--- config.mk ---
export PLATFORM = sky130hd
export DESIGN_NAME = apb_event_scheduler_flat
export DESIGN_NICKNAME = d
export VERILOG_FILES = /design/src/rtl/apb_event_pkg.sv /design/src/rtl/apb_event_scheduler_if.sv /design/src/rtl/apb_event_counter.sv /design/src/rtl/apb_event_scheduler.sv /design/src/flat_wrapper.sv
export SDC_FILE = /design/constraint.sdc
export NUM_CORES = 1
export LEC_CHECK = 0
export CAP_MARGIN = 20
export CORE_MARGIN = 2
export CORE_UTILIZATION = 50
export DETAILED_ROUTE_END_ITERATION = 10
export PLACE_DENSITY = 0.87
export RECOVER_POWER = 100
export SYNTH_ARGS = -nofsm -noshare
export SYNTH_HDL_FRONTEND = slang
export SYNTH_HIERARCHICAL = 1
export SYNTH_SLANG_ARGS = --single-unit
--- constraint.sdc ---
create_clock -name clk -period 5.52 [get_ports clk]
set_input_delay 1.104 -clock clk [delete_from_list [all_inputs] [get_ports clk]]
set_output_delay 1.104 -clock clk [all_outputs]
set_load 0.005 [all_outputs]
--- src/rtl/apb_event_pkg.sv ---
// Shared types and constants for the APB event scheduler: FSM states, per-source
// target addresses and command data-word field positions.
package apb_event_pkg;

  typedef enum logic [1:0] {
    StIdle,
    StArb,
    StIssue
  } state_e;

  localparam logic [31:0] EVENT_ADDR [4] = '{
    32'hABBA_0000,
    32'hBAFF_0000,
    32'hCAFE_0000,
    32'hD00D_0000
  };

  localparam int unsigned DATA_IDX_LSB = 24;
  localparam int unsigned DATA_OVF_LSB = 16;
  localparam int unsigned DATA_CNT_LSB = 0;

endpackage

--- src/rtl/apb_event_scheduler_if.sv ---
// Valid/ready write-command channel from the event scheduler to the APB master engine.
// The master modport is the command issuer (scheduler), slave is the consumer.
interface apb_event_scheduler_if;

  logic        cmd_valid_o;
  logic        cmd_ready_i;
  logic [31:0] cmd_addr_o;
  logic [31:0] cmd_data_o;

  modport master (
    output cmd_valid_o,
    output cmd_addr_o,
    output cmd_data_o,
    input  cmd_ready_i
  );

  modport slave (
    input  cmd_valid_o,
    input  cmd_addr_o,
    input  cmd_data_o,
    output cmd_ready_i
  );

endinterface

--- src/rtl/apb_event_counter.sv ---
// Saturating per-source pending-event counter with sticky overflow flag.
// cnt_nxt_o exposes this cycle's next value so the scheduler can look ahead.
module apb_event_counter #(
  parameter int unsigned CNT_W = 4
) (
  input  logic             clk,
  input  logic             reset,
  input  logic             inc_i,
  input  logic             dec_i,
  input  logic             ovf_clr_i,
  output logic [CNT_W-1:0] cnt_o,
  output logic [CNT_W-1:0] cnt_nxt_o,
  output logic             ovf_o
);

  logic [CNT_W-1:0] r_cnt;
  logic             r_ovf;
  logic             w_sat;
  logic             w_ovf_set;

  assign w_sat     = &r_cnt;
  // A simultaneous grant consumes the new event, so that case never overflows.
  assign w_ovf_set = inc_i && !dec_i && w_sat;

  always_comb begin
    cnt_nxt_o = r_cnt;
    if (inc_i && !dec_i && !w_sat) begin
      cnt_nxt_o = r_cnt + 1'b1;
    end else if (dec_i && !inc_i) begin
      cnt_nxt_o = r_cnt - 1'b1;
    end
  end

  always_ff @(posedge clk) begin
    if (reset) begin
      r_cnt <= '0;
      r_ovf <= 1'b0;
    end else begin
      r_cnt <= cnt_nxt_o;
      if (w_ovf_set) begin
        r_ovf <= 1'b1;
      end else if (ovf_clr_i) begin
        r_ovf <= 1'b0;
      end
    end
  end

  assign cnt_o = r_cnt;
  assign ovf_o = r_ovf;

endmodule

--- src/rtl/apb_event_scheduler.sv ---
// Event scheduler: counts event pulses per source, arbitrates, and issues one APB write
// command per event. Define APB_EVENT_SCHED_RR_EN for round-robin, else fixed priority.
module apb_event_scheduler
  import apb_event_pkg::*;
#(
  parameter int unsigned NUM_SRC = 3,
  parameter int unsigned CNT_W   = 4
) (
  input  logic                   clk,
  input  logic                   reset,
  input  logic [NUM_SRC-1:0]     event_i,
  input  logic                   enable_i,
  input  logic                   ovf_clr_i,
  apb_event_scheduler_if.master  cmd,
  output logic [NUM_SRC-1:0]     ovf_o,
  output logic                   busy_o
);

  state_e           r_state;
  logic             r_valid;
  logic [31:0]      r_addr;
  logic [31:0]      r_data;

  logic [CNT_W-1:0] w_cnt     [NUM_SRC];
  logic [CNT_W-1:0] w_cnt_nxt [NUM_SRC];
  logic [NUM_SRC-1:0] w_dec;
  logic             w_any_pend;
  logic             w_found;
  logic [1:0]       w_win;
  logic [CNT_W-1:0] w_win_cnt;
  int unsigned      w_idx;
  logic [31:0]      w_data;

  for (genvar k = 0; k < NUM_SRC; k++) begin : g_cnt
    assign w_dec[k] = (r_state == StArb) && w_found && (w_win == 2'(k));

    apb_event_counter #(
      .CNT_W (CNT_W)
    ) u_cnt (
      .clk       (clk),
      .reset     (reset),
      .inc_i     (event_i[k]),
      .dec_i     (w_dec[k]),
      .ovf_clr_i (ovf_clr_i),
      .cnt_o     (w_cnt[k]),
      .cnt_nxt_o (w_cnt_nxt[k]),
      .ovf_o     (ovf_o[k])
    );
  end

`ifdef APB_EVENT_SCHED_RR_EN
  logic [1:0] r_ptr;

  always_ff @(posedge clk) begin
    if (reset) begin
      r_ptr <= 2'(NUM_SRC - 1);
    end else if (r_state == StArb && w_found) begin
      r_ptr <= w_win;
    end
  end
`endif

  // Pending check looks at post-update counts so a fresh event can start ARB next edge.
  always_comb begin
    w_any_pend = 1'b0;
    for (int i = 0; i < NUM_SRC; i++) begin
      if (w_cnt_nxt[i] != '0) begin
        w_any_pend = 1'b1;
      end
    end
  end

  always_comb begin
    w_found   = 1'b0;
    w_win     = '0;
    w_win_cnt = '0;
    w_idx     = 0;
    for (int i = 0; i < NUM_SRC; i++) begin
`ifdef APB_EVENT_SCHED_RR_EN
      w_idx = (32'(r_ptr) + 32'(i) + 1) % NUM_SRC;
`else
      w_idx = 32'(i);
`endif
      if (!w_found && w_cnt[w_idx] != '0) begin
        w_found   = 1'b1;
        w_win     = 2'(w_idx);
        w_win_cnt = w_cnt_nxt[w_idx];
      end
    end
  end

  always_comb begin
    w_data = '0;
    w_data[DATA_IDX_LSB +: 8]  = 8'(w_win);
    w_data[DATA_OVF_LSB +: 8]  = 8'(ovf_o);
    w_data[DATA_CNT_LSB +: 16] = 16'(w_win_cnt);
  end

  always_ff @(posedge clk) begin
    if (reset) begin
      r_state <= StIdle;
      r_valid <= 1'b0;
      r_addr  <= '0;
      r_data  <= '0;
    end else begin
      unique case (r_state)
        StIdle: begin
          if (enable_i && w_any_pend) begin
            r_state <= StArb;
          end
        end
        StArb: begin
          if (w_found) begin
            r_state <= StIssue;
            r_valid <= 1'b1;
            r_addr  <= EVENT_ADDR[w_win];
            r_data  <= w_data;
          end else begin
            r_state <= StIdle;
          end
        end
        StIssue: begin
          if (cmd.cmd_ready_i) begin
            r_valid <= 1'b0;
            r_addr  <= '0;
            r_data  <= '0;
            r_state <= (enable_i && w_any_pend) ? StArb : StIdle;
          end
        end
        default: r_state <= StIdle;
      endcase
    end
  end

  assign cmd.cmd_valid_o = r_valid;
  assign cmd.cmd_addr_o  = r_addr;
  assign cmd.cmd_data_o  = r_data;
  assign busy_o          = (r_state != StIdle);

endmodule

--- src/flat_wrapper.sv ---
// flat-port wrapper written by rule: the top's interface ports become plain ports
module apb_event_scheduler_flat import apb_event_pkg::*;
#(
  parameter int unsigned NUM_SRC = 3,
  parameter int unsigned CNT_W   = 4
)
  (clk, reset, event_i, enable_i, ovf_clr_i, ovf_o, busy_o, cmd_cmd_valid_o, cmd_cmd_addr_o, cmd_cmd_data_o, cmd_cmd_ready_i);
  apb_event_scheduler_if cmd_i ();
  input  logic clk;
  input  logic reset;
  input  logic [NUM_SRC-1:0] event_i;
  input  logic enable_i;
  input  logic ovf_clr_i;
  output logic [NUM_SRC-1:0] ovf_o;
  output logic busy_o;
  output wire logic [$bits(cmd_i.cmd_valid_o)-1:0] cmd_cmd_valid_o;
  output wire logic [$bits(cmd_i.cmd_addr_o)-1:0] cmd_cmd_addr_o;
  output wire logic [$bits(cmd_i.cmd_data_o)-1:0] cmd_cmd_data_o;
  input wire logic [$bits(cmd_i.cmd_ready_i)-1:0] cmd_cmd_ready_i;
  assign cmd_cmd_valid_o = cmd_i.cmd_valid_o;
  assign cmd_cmd_addr_o = cmd_i.cmd_addr_o;
  assign cmd_cmd_data_o = cmd_i.cmd_data_o;
  assign cmd_i.cmd_ready_i = cmd_cmd_ready_i;
  apb_event_scheduler #(.NUM_SRC(NUM_SRC), .CNT_W(CNT_W)) u_core (.clk(clk), .reset(reset), .event_i(event_i), .enable_i(enable_i), .ovf_clr_i(ovf_clr_i), .cmd(cmd_i), .ovf_o(ovf_o), .busy_o(busy_o));
endmodule
==> results of run 1 <==
## cell families (layout without fill, tap and decap cells)
kind of cell             after synthesis  count (layout)  share of synthesized area
XOR/XNOR                               3               3                     0.0114
multiplexers                           6               6                     0.0261
flip-flops                            30              30                      0.261
adder cells (fa/ha/maj)                6               6                     0.0326
buffers and inverters                 73              53                      0.226
AO/OA/AOI/OAI                         57              57                      0.171
other                                  1              40                    0.00163
AND/OR/NAND/NOR                       99              99                      0.271
## power by group
| group | total [mW] | internal (mW) | switching (mW) |
|---|---|---|---|
| registers | 0.257 | 0.233 | 0.0241 |
| logic | 0.187 | 0.0827 | 0.105 |
| clock network | 0.188 | 0.100 | 0.0882 |
| total | 0.633 | 0.416 | 0.217 |
## cells in the final DEF, fill, tap and decap left out, types with 4 or more instances in the layout
cell,Yosys,final
sky130_fd_sc_hd__nand4_1,6,6
sky130_fd_sc_hd__ha_1,6,6
sky130_fd_sc_hd__nand2b_1,6,6
sky130_fd_sc_hd__a21oi_1,21,21
sky130_fd_sc_hd__clkdlybuf4s50_1,0,6
sky130_fd_sc_hd__nor3_1,8,8
sky130_fd_sc_hd__nand3_1,8,8
sky130_fd_sc_hd__nand2_1,20,20
sky130_fd_sc_hd__clkbuf_8,0,6
sky130_fd_sc_hd__inv_1,7,7
sky130_fd_sc_hd__nor2_1,21,21
sky130_fd_sc_hd__a31oi_1,5,8
sky130_fd_sc_hd__mux2i_1,6,6
sky130_fd_sc_hd__conb_1,1,40
sky130_fd_sc_hd__a311oi_1,4,4
sky130_fd_sc_hd__dlygate4sd3_1,0,30
sky130_fd_sc_hd__a211oi_1,7,8
sky130_fd_sc_hd__dfxtp_1,30,30
sky130_fd_sc_hd__nor2b_1,7,7
sky130_fd_sc_hd__a21o_1,4,4
sky130_fd_sc_hd__nor4_1,4,5
## critical path, cell delays in order, from the launching register on
cell and delay, ns:
sky130_fd_sc_hd__dfxtp_1 0.38, sky130_fd_sc_hd__nor4_1 1.25, sky130_fd_sc_hd__nand2_1 0.09, sky130_fd_sc_hd__or3_1 0.37, sky130_fd_sc_hd__inv_1 0.21, sky130_fd_sc_hd__nor4b_1 0.29, sky130_fd_sc_hd__nand2_1 0.13, sky130_fd_sc_hd__and3b_4 0.21
sky130_fd_sc_hd__a21oi_1 0.21, sky130_fd_sc_hd__nor4_1 0.09, sky130_fd_sc_hd__and3_1 0.17, sky130_fd_sc_hd__nor4_1 0.26
## area by class of cell
cell class,instances,area [µm²]
Fill cell,408,1960
Clock inverter,2,12.5
Timing Repair Buffer,38,372
Multi-Input combinational cell,211,1270
Tap cell,52,65.1
Inverter,7,26.3
Clock buffer,6,82.6
Sequential cell,30,601
## sequential cells by signal, indices dropped and copies added (netlist names)
name                      cells
u_core/cmd.cmd_addr_o         6
u_core/cmd.cmd_data_o         7
u_core/g_cnt.u_cnt/cnt_o     12
u_core/g_cnt.u_cnt/ovf_o      3
u_core/r_state                2
## per-stage QoR
stage          setup WS (ns)  power (mW)  hold slack [ns]  utilization
2_1_floorplan           2.86       0.432            0.448            -
3_3_place_gp            2.31       0.452            0.449        0.545
3_5_place_dp            2.18       0.458            0.456        0.545
4_1_cts                 2.15       0.645            0.464        0.566
5_1_grt                 1.40       0.670            0.480        0.554
6_report                1.79       0.633            0.458        0.554
## final timing paths
check / startpoint / end / cells after the start
min: u_core/cmd.cmd_data_o[16]$_SDFFE_PP0P_ / u_core/cmd.cmd_data_o[16]$_SDFFE_PP0P_ / 2
max: u_core/g_cnt[0].u_cnt/cnt_o[1]$_SDFF_PP0_ / u_core/r_state[0]$_SDFFE_PP0P_ / 11
max reg2reg: u_core/g_cnt[0].u_cnt/cnt_o[1]$_SDFF_PP0_ / u_core/r_state[0]$_SDFFE_PP0P_ / 11
min reg2reg: u_core/cmd.cmd_data_o[16]$_SDFFE_PP0P_ / u_core/cmd.cmd_data_o[16]$_SDFFE_PP0P_ / 2
## metal layers
layer	up-vias	share of wire	wire, µm
met5	-	0	0
met4	0	0.013	57
met3	7	0.098	443
met2	101	0.47	2140
met1	844	0.42	1890
li1	915	-	-
==> flow_summary_export.csv, run 1 <==
group,metric,value,unit
power_and_ir_drop,p_leak,1.02,nW
die,total_die_area,0.00517,mm²
synth,synthesized_cell_area,0.00230,mm²
global_routing,gr-usage-met3,0.0478,
drt,detail_route.vias_per_cell,5.40,
die,initial_cell_density_of_the_core,0.525,
setup_path,worstPathRequired,5.71,ns
drt,detail_route.drc_violations,0,
clocking,cts-buffers-inserted,5,
setup_path,critPathCaptureType,"flop",
synth,netlist-cell-type-count,40,
sta,rsz0062_at_grt,"no",
clocking,clk-insertion-delay-late,0.29,ns
global_routing,grt_first_pass_wirelength,7210,µm
synth,synth_largest_area_cell,"sky130_fd_sc_hd__dfxtp_1",
clocking,post-cts-setup-buffers,0,
drt,detail_route.first_pass.iterations,4,
sta,finalHoldViolations,0,
die,core_area,0.00438,mm²
sta,timing.slew.headroom,-0.00148,
run,max-cap-violations,1,
drt,routed_wirelength,4530,µm
sta,min_period_over_period,0.676,
clocking,clock_transition_at_path_regs,0.07,ns
synth,yosysMostFrequentCell,"sky130_fd_sc_hd__buf_4",
synth,synth_enable_flop_cells,0,
global_routing,first_global_vias,1608,
die,die_width,71.9,µm
synth,synthCells,275,
global_routing,globalRoute.totalOverflow,0,
power_and_ir_drop,worst_ir_drop_vdd,0.000118,V
layout,final-instance-count-excl-fill,346,
layout,design.final.nets,307,
die,die_y,71.9,µm
synth,syn_area_per_cell,8.38,µm²
setup_path,path_class,"reg -> reg",
setup_path,startpoint_type,"flop",
global_routing,maximum_number_of_pins_on_one_net_before_global_route_repair,31,
die,rows,24,
sta,setup_tns,0,ns
drt,drtIter0Drc,138,
place,globalplace.congestion,0.847,
clocking,cts_tree,"done",
synth,register_bit_total_from_synthesis,30,
layout,syn2layout_area_growth,5.38,%
status,run_status,"finished, violations left",
synth,synth.yosys.seq_area_share,0.261,
sta,final.setup_skew,0.0121,ns
setup_path,worstPathMaxFanout,9,
layout,fraction_of_final_layout_cells_sized_beyond_drive_strength_1,0.0680,
clocking,cts.sinks,30,
layout,final_area,0.00243,mm²
synth,top_area_cell_type_share_of_the_netlist_area,0.261,
power_and_ir_drop,power_per_cell_area,261,mW/mm²
sta,timing.final.setup_violations,0,
synth,synthTopCellsByArea,"sky130_fd_sc_hd__dfxtp_1, sky130_fd_sc_hd__buf_4, sky130_fd_sc_hd__a21oi_1, sky130_fd_sc_hd__nor2_1, sky130_fd_sc_hd__ha_1",
drt,antenna_violating_nets_post_route,0,
setup_path,setup.reg_to_reg.worst_slack,1.79,ns
synth,synth_flop_cell,"sky130_fd_sc_hd__dfxtp_1",
hold_path,worstHoldPathType,"reg -> reg",
global_routing,grtUsageMet1,0.223,
setup_path,worst-endpoint-arrival,3.92,ns
synth,async_flop_share,0,
global_routing,grt_antenna_before_repair,0,
sta,maxClockFrequency,268,MHz
sta,max_transition_viols_final,1,
sta,tightestPinTransition,1.49,ns
place,dpl_cell_area,0.00239,mm²
drt,detail_route.wl_per_cell,13.1,µm
synth,ys_top_cells_by_count,"sky130_fd_sc_hd__buf_4, sky130_fd_sc_hd__dfxtp_1, sky130_fd_sc_hd__a21oi_1, sky130_fd_sc_hd__nor2_1, sky130_fd_sc_hd__nand2_1",
place,placed_cells,337,
drt,routed-via-count,1867,
synth,ys.warnings.count,6,
place,place_hpwl,3300,µm
sta,fin_crit,3.73,ns
place,place.port_buffers,36,
clocking,clock_tree.buffer_depth,2,
layout,antennaDiodeCount,0,
status,violations,"capacitance limit, slew limit",
clocking,clk_root_buffer_cell,"sky130_fd_sc_hd__clkbuf_8",
clocking,ctsHtreeMaxLevel,2,
global_routing,grt_usage,0.177,
die,io_pins,77,
clocking,cts_resized,0,
global_routing,gr-max-usage-layer,"met2",
global_routing,grt_use_met2,0.290,
clocking,count_of_hold_buffers_inserted_by_post_cts_repair,0,
Power figures use the tool's default switching activity.
==> inputs of run 2 (changes only) <==
Settings changed: CORE_UTILIZATION 50 to 46, PLACE_DENSITY 0.87 to 0.81.
Clock period 5.52 ns to 3.71 ns, I/O delays scaled along.
==> run 2 against run 1 <==
The flow now finishes without violations. Clock-buffer cell count stayed put. Sequential share of layout area is 0.089 points lower. Utilization is 4.5 points lower. Non-clock buffer count is 1 higher. Hold slack better by 0.0045 ns. Flip-flop and latch count stayed put. Final area is 0.36% higher. Critical path depth is 1 lower. Clock skew is 0.0070 ns lower. Die area is 8.2% higher. Largest power group unchanged. Highest routed layer unchanged.
==> flow_summary_export.csv, run 2 (synthesis results as in run 1) <==
group,metric,value,unit
setup_path,reg2reg_from,"u_core/g_cnt[0].u_cnt/cnt_o[1]$_SDFF_PP0_",
power_and_ir_drop,internal_power,0.619,mW
layout,post-route-util,0.509,
layout,largest_register_ff_count,12,
place,place.port_buffers,36,
die,die_width,74.8,µm
layout,antennaDiodeCount,0,
power_and_ir_drop,worst_ir_drop_vdd,0.000165,V
drt,drtIter0Drc,98,
setup_path,worstPathMaxFanout,10,
layout,final_common_cell,"sky130_fd_sc_hd__conb_1",
clocking,post-cts-setup-buffers,0,
setup_path,cp_top_family,"simple AND/OR/NAND/NOR gates",
drt,antenna_violating_nets_post_route,0,
place,placed_cells,354,
layout,final_area,0.00244,mm²
place,globalplace.congestion,0.864,
clocking,count_of_hold_buffers_inserted_by_post_cts_repair,0,
die,rows,25,
setup_path,worstSetupPathDepth,10,
place,place_hpwl,3390,µm
sta,rsz0062_at_grt,"no",
global_routing,grt_usage,0.167,
clocking,ctsHtreeMaxLevel,2,
setup_path,count_of_buffering_cells_on_the_critical_path_with_inverters_included,1,
setup_path,startpoint_type,"flop",
global_routing,grt_first_pass_wirelength,7130,µm
clocking,cts-buffers-inserted,5,
clocking,cts_resized,0,
drt,detail_route.drc_violations,0,
die,total_die_area,0.00559,mm²
drt,routed-via-count,1852,
sta,timing.final.setup_violations,0,
global_routing,first_global_vias,1564,
layout,design.final.nets,308,
setup_path,cpMaxStageDelayCell,"sky130_fd_sc_hd__or4_1",
sta,timing.slew.headroom,0.292,
power_and_ir_drop,power.share.switching,0.340,
drt,detail_route.wl_per_cell,12.6,µm
layout,fraction_of_final_layout_cells_sized_beyond_drive_strength_1,0.0644,
run,max-cap-violations,0,
clocking,clk_root_buffer_cell,"sky130_fd_sc_hd__clkbuf_8",
place,dpl_cell_area,0.00242,mm²
clocking,clock_tree.buffer_depth,2,
die,die_y,74.8,µm
power_and_ir_drop,p_sw,0.320,mW
die,io_pins,77,
clocking,cts.sinks,30,
status,run_status,"finished clean",
sta,max_transition_viols_final,0,
sta,fin_crit,3.15,ns
die,core_area,0.00479,mm²
setup_path,cp_slowest_stage_delay,0.71,ns
hold_path,worst_hold_startpoint,"u_core/cmd.cmd_data_o[16]$_SDFFE_PP0P_",
hold_path,hold_depth,2,
sta,setup_ws,0.555,ns
hold_path,worstHoldPathType,"reg -> reg",
place,place_ws,0.796,ns
setup_path,worstPathRequired,3.89,ns
drt,detail_route.first_pass.iterations,4,
global_routing,globalRoute.totalOverflow,0,
setup_path,critPathLaunch,"u_core/g_cnt[0].u_cnt/cnt_o[1]$_SDFF_PP0_",
sta,tightestPinTransition,1.06,ns
sta,finalHoldViolations,0,
setup_path,path_class,"reg -> reg",
setup_path,worstRegToRegCells,10,
power_and_ir_drop,power_per_cell_area,385,mW/mm²
layout,final-instance-count-excl-fill,362,
setup_path,critPathCaptureType,"flop",
clocking,clock_transition_at_path_regs,0.07,ns
setup_path,path_common_cell,"sky130_fd_sc_hd__nor4_1",
die,initial_cell_density_of_the_core,0.481,
drt,detail_route.vias_per_cell,5.12,
drt,routed_wirelength,4570,µm
sta,setup_tns,0,ns
power_and_ir_drop,fraction_of_power_consumed_by_sequential_logic,0.407,
layout,layout_common_cells,"sky130_fd_sc_hd__conb_1, sky130_fd_sc_hd__dlygate4sd3_1, sky130_fd_sc_hd__dfxtp_1, sky130_fd_sc_hd__nor2_1, sky130_fd_sc_hd__a21oi_1",
global_routing,maximum_number_of_pins_on_one_net_before_global_route_repair,27,
sta,final.setup_skew,0.00513,ns
sta,maxClockFrequency,317,MHz
layout,syn2layout_area_growth,5.76,%
power_and_ir_drop,power.share.clock,0.295,
setup_path,sequence_of_cells_on_the_critical_path,"or4_1, nor3_1, clkbuf_1, nor4b_1, nand2_1, and3b_4, a21oi_1, nor4_1, and3_1, nor4_1",
power_and_ir_drop,p_leak,1.02,nW
setup_path,worst-endpoint-arrival,3.33,ns
sta,min_period_over_period,0.850,
global_routing,grt_antenna_before_repair,0,
clocking,clk-insertion-delay-late,0.29,ns
power_and_ir_drop,combPwrFrac,0.297,
clocking,cts_tree,"done",
run 2: path summary, 6_finish.rpt:
kind	end	slack [ns]
setup / recovery	u_core/r_state[0]$_SDFFE_PP0P_	0.56
hold / removal	u_core/cmd.cmd_data_o[16]$_SDFFE_PP0P_	0.46
setup reg to reg	u_core/r_state[0]$_SDFFE_PP0P_	0.56
hold reg to reg	u_core/cmd.cmd_data_o[16]$_SDFFE_PP0P_	0.46
run 2: metrics by stage:
stage	total power [mW]	hold WS, ns
2_1_floorplan	0.642	0.448
3_3_place_gp	0.679	0.449
5_1_grt	0.995	0.485
3_5_place_dp	0.686	0.462
6_report	0.939	0.463
4_1_cts	0.965	0.471
run 2: worst min-delay path, stage by stage (launching register included):
cell	delay, ns
sky130_fd_sc_hd__dfxtp_1	0.31
sky130_fd_sc_hd__nand3_1	0.06
sky130_fd_sc_hd__a21oi_1	0.05
run 2: metal layers:
metal | track usage | vias up | routed length (µm)
met5 | 0 | - | 0
met4 | 0.0476 | 0 | 53
met3 | 0.0495 | 5 | 302
met2 | 0.279 | 69 | 2080
met1 | 0.208 | 852 | 2130
li1 | - | 926 | -
run 2: final cells by class:
type | count | area (µm²)
clock buffer | 6 | 82.6
tap | 67 | 83.8
clock inverter | 2 | 12.5
inverter | 7 | 26.3
timing repair buffer | 39 | 372
sequential | 30 | 601
fill | 473 | 2350
multi-input combinational | 211 | 1260
run 2: power by group through the flow:
stage	clock network (mW)	registers, mW	logic, mW
6_report	0.277	0.382	0.279
5_1_grt	0.297	0.387	0.312
4_1_cts	0.284	0.387	0.294
3_5_place_dp	0	0.395	0.292
3_3_place_gp	0	0.393	0.286
2_1_floorplan	0	0.383	0.259
==> inputs of run 3 (changes only) <==
Settings changed: CTS_CLUSTER_DIAMETER set to 40, PLACE_DENSITY 0.81 to 0.87.
==> run 3 against run 2 <==
Sequential share of layout area down 0.076 points. First-iteration DRC count rose by 39%. Final cell count did not move. Non-clock buffer count did not move. Clock-buffer cell count down 1. Setup slack worse by 0.054 ns. Utilization increased by 0.16 points. Combinational power about the same. Sequential power hardly changed. Clock skew about the same. Register-to-register slack worse by 0.05 ns. Critical path depth is 1 higher. Largest power group unchanged.
==> flow_summary_export.csv, run 3 (synthesis results as in run 1) <==
group,metric,value,unit
status,run_status,"finished clean",
drt,detail_route.wl_per_cell,12.7,µm
clocking,cts_tree,"done",
place,place.port_buffers,36,
setup_path,path_class,"reg -> reg",
place,globalplace.congestion,0.831,
global_routing,grt_use_met2,0.277,
sta,timing.final.setup_violations,0,
place,place_hpwl,3500,µm
place,dpl_cell_area,0.00242,mm²
power_and_ir_drop,power_per_cell_area,401,mW/mm²
clocking,clock_tree.buffer_depth,2,
hold_path,worstHoldEndpoint,"u_core/cmd.cmd_data_o[17]$_SDFFE_PP0P_",
die,die_y,74.8,µm
setup_path,cp_top_family,"simple AND/OR/NAND/NOR gates",
layout,fraction_of_final_layout_cells_sized_beyond_drive_strength_1,0.0610,
setup_path,cpMaxStageDelayCell,"sky130_fd_sc_hd__nor4_1",
layout,syn2layout_area_growth,6.08,%
power_and_ir_drop,p_leak,1.03,nW
drt,antenna_violating_nets_post_route,0,
global_routing,gr-max-usage-layer,"met2",
drt,detail_route.drc_violations,0,
die,core_area,0.00479,mm²
setup_path,worstRegToRegCells,11,
setup_path,sequence_of_cells_on_the_critical_path,"nor4_1, nand2_1, or3_1, inv_1, nor4b_1, nand2_1, and3b_4, a21oi_1, nor4_1, and3_1, nor4_1",
die,die_width,74.8,µm
layout,post-route-util,0.511,
clocking,cts_resized,0,
hold_path,worstHoldPathType,"reg -> reg",
layout,final-instance-count-excl-fill,362,
clocking,clk_root_buffer_cell,"sky130_fd_sc_hd__clkbuf_8",
clocking,cts.sinks,30,
place,place_ws,0.792,ns
sta,fin_crit,3.21,ns
setup_path,r2r_end,"u_core/r_state[0]$_SDFFE_PP0P_",
global_routing,first_global_vias,1637,
clocking,clock_transition_at_path_regs,0.07,ns
drt,routed-via-count,1880,
layout,final_area,0.00244,mm²
layout,design.final.nets,308,
global_routing,grtUsageMet1,0.213,
sta,timing.slew.headroom,0.282,
setup_path,critPathCaptureType,"flop",
setup_path,worstPathMaxFanout,9,
global_routing,grt_first_pass_wirelength,7290,µm
die,io_pins,77,
clocking,cts-buffers-inserted,5,
die,initial_cell_density_of_the_core,0.481,
global_routing,gr-usage-met3,0.0455,
global_routing,grt_antenna_before_repair,0,
layout,layout_common_cells,"sky130_fd_sc_hd__conb_1, sky130_fd_sc_hd__dlygate4sd3_1, sky130_fd_sc_hd__dfxtp_1, sky130_fd_sc_hd__nor2_1, sky130_fd_sc_hd__a21oi_1",
drt,routed_wirelength,4610,µm
sta,maxClockFrequency,312,MHz
setup_path,worst-endpoint-arrival,3.39,ns
drt,detail_route.vias_per_cell,5.19,
setup_path,startpoint_type,"flop",
setup_path,reg2reg_from,"u_core/g_cnt[1].u_cnt/cnt_o[1]$_SDFF_PP0_",
sta,setup_tns,0,ns
setup_path,worstPathRequired,3.90,ns
global_routing,globalRoute.totalOverflow,0,
setup_path,setup.reg_to_reg.worst_slack,0.50,ns
layout,largest_register_ff_count,12,
die,rows,25,
sta,final.setup_skew,0.00488,ns
sta,max_transition_viols_final,0,
hold_path,worst_hold_startpoint,"u_core/cmd.cmd_data_o[17]$_SDFFE_PP0P_",
setup_path,path_common_cell,"sky130_fd_sc_hd__nor4_1",
setup_path,cp_slowest_stage_delay,0.81,ns
power_and_ir_drop,totalPowerFinal,0.981,mW
clocking,clk-insertion-delay-late,0.28,ns
clocking,post-cts-setup-buffers,0,
run,max-cap-violations,0,
drt,detail_route.first_pass.iterations,4,
sta,min_period_over_period,0.865,
sta,fin_hold_ws,0.464,ns
layout,antennaDiodeCount,0,
setup_path,count_of_buffering_cells_on_the_critical_path_with_inverters_included,1,
global_routing,maximum_number_of_pins_on_one_net_before_global_route_repair,28,
sta,setup_ws,0.501,ns
clocking,count_of_hold_buffers_inserted_by_post_cts_repair,0,
sta,rsz0062_at_grt,"no",
sta,finalHoldViolations,0,
die,total_die_area,0.00559,mm²
sta,tightestPinTransition,1.07,ns
hold_path,hold_depth,2,
power_and_ir_drop,worst_ir_drop_vdd,0.000159,V
layout,final_common_cell,"sky130_fd_sc_hd__conb_1",
drt,drtIter0Drc,136,
clocking,ctsHtreeMaxLevel,2,
global_routing,grt_usage,0.169,
place,placed_cells,354,
## run 3: layout make-up
type	instances	area, µm²
Tap cell	67	83.8
Clock inverter	3	40.0
Clock buffer	5	68.8
Sequential cell	30	601
Timing Repair Buffer	39	372
Fill cell	474	2340
Inverter	7	26.3
Multi-Input combinational cell	211	1250
## run 3: how the worst max path moves through the flow
| stage | start | endpoint | slack (ns) | cells past startpoint |
|---|---|---|---|---|
| finish | u_core/g_cnt[1].u_cnt/cnt_o[1]$_SDFF_PP0_ | u_core/r_state[0]$_SDFFE_PP0P_ | 0.50 | 11 |
| global placement | event_i[1] | u_core/cmd.cmd_data_o[3]$_SDFFE_PP0P_ | 0.82 | 8 |
| floorplan | u_core/g_cnt[0].u_cnt/cnt_o[1]$_SDFF_PP0_ | u_core/r_state[0]$_SDFFE_PP0P_ | 1.05 | 12 |
| CTS | u_core/g_cnt[0].u_cnt/cnt_o[1]$_SDFF_PP0_ | u_core/cmd.cmd_data_o[3]$_SDFFE_PP0P_ | 0.82 | 10 |
| global route | u_core/g_cnt[1].u_cnt/cnt_o[1]$_SDFF_PP0_ | u_core/r_state[0]$_SDFFE_PP0P_ | 0.32 | 11 |
| detailed placement | event_i[1] | u_core/cmd.cmd_data_o[3]$_SDFFE_PP0P_ | 0.79 | 8 |
## run 3: tightest hold or removal path: stages, from the launching register on
cell and delay (ns):
sky130_fd_sc_hd__dfxtp_1 0.31, sky130_fd_sc_hd__nand3_1 0.06, sky130_fd_sc_hd__a21oi_1 0.05
## run 3: power breakdown
group	leakage [nW]	internal (mW)	switching (mW)	total [mW]
sequential	0.245	0.347	0.0344	0.382
clock	0.0579	0.197	0.124	0.321
combinational	0.726	0.122	0.156	0.278
## run 3: layer usage
| layer | up-vias | part of all wire |
|---|---|---|
| li1 | 927 | - |
| met1 | 852 | 0.44 |
| met2 | 93 | 0.47 |
| met3 | 8 | 0.076 |
| met4 | 0 | 0.014 |
| met5 | - | 0 |
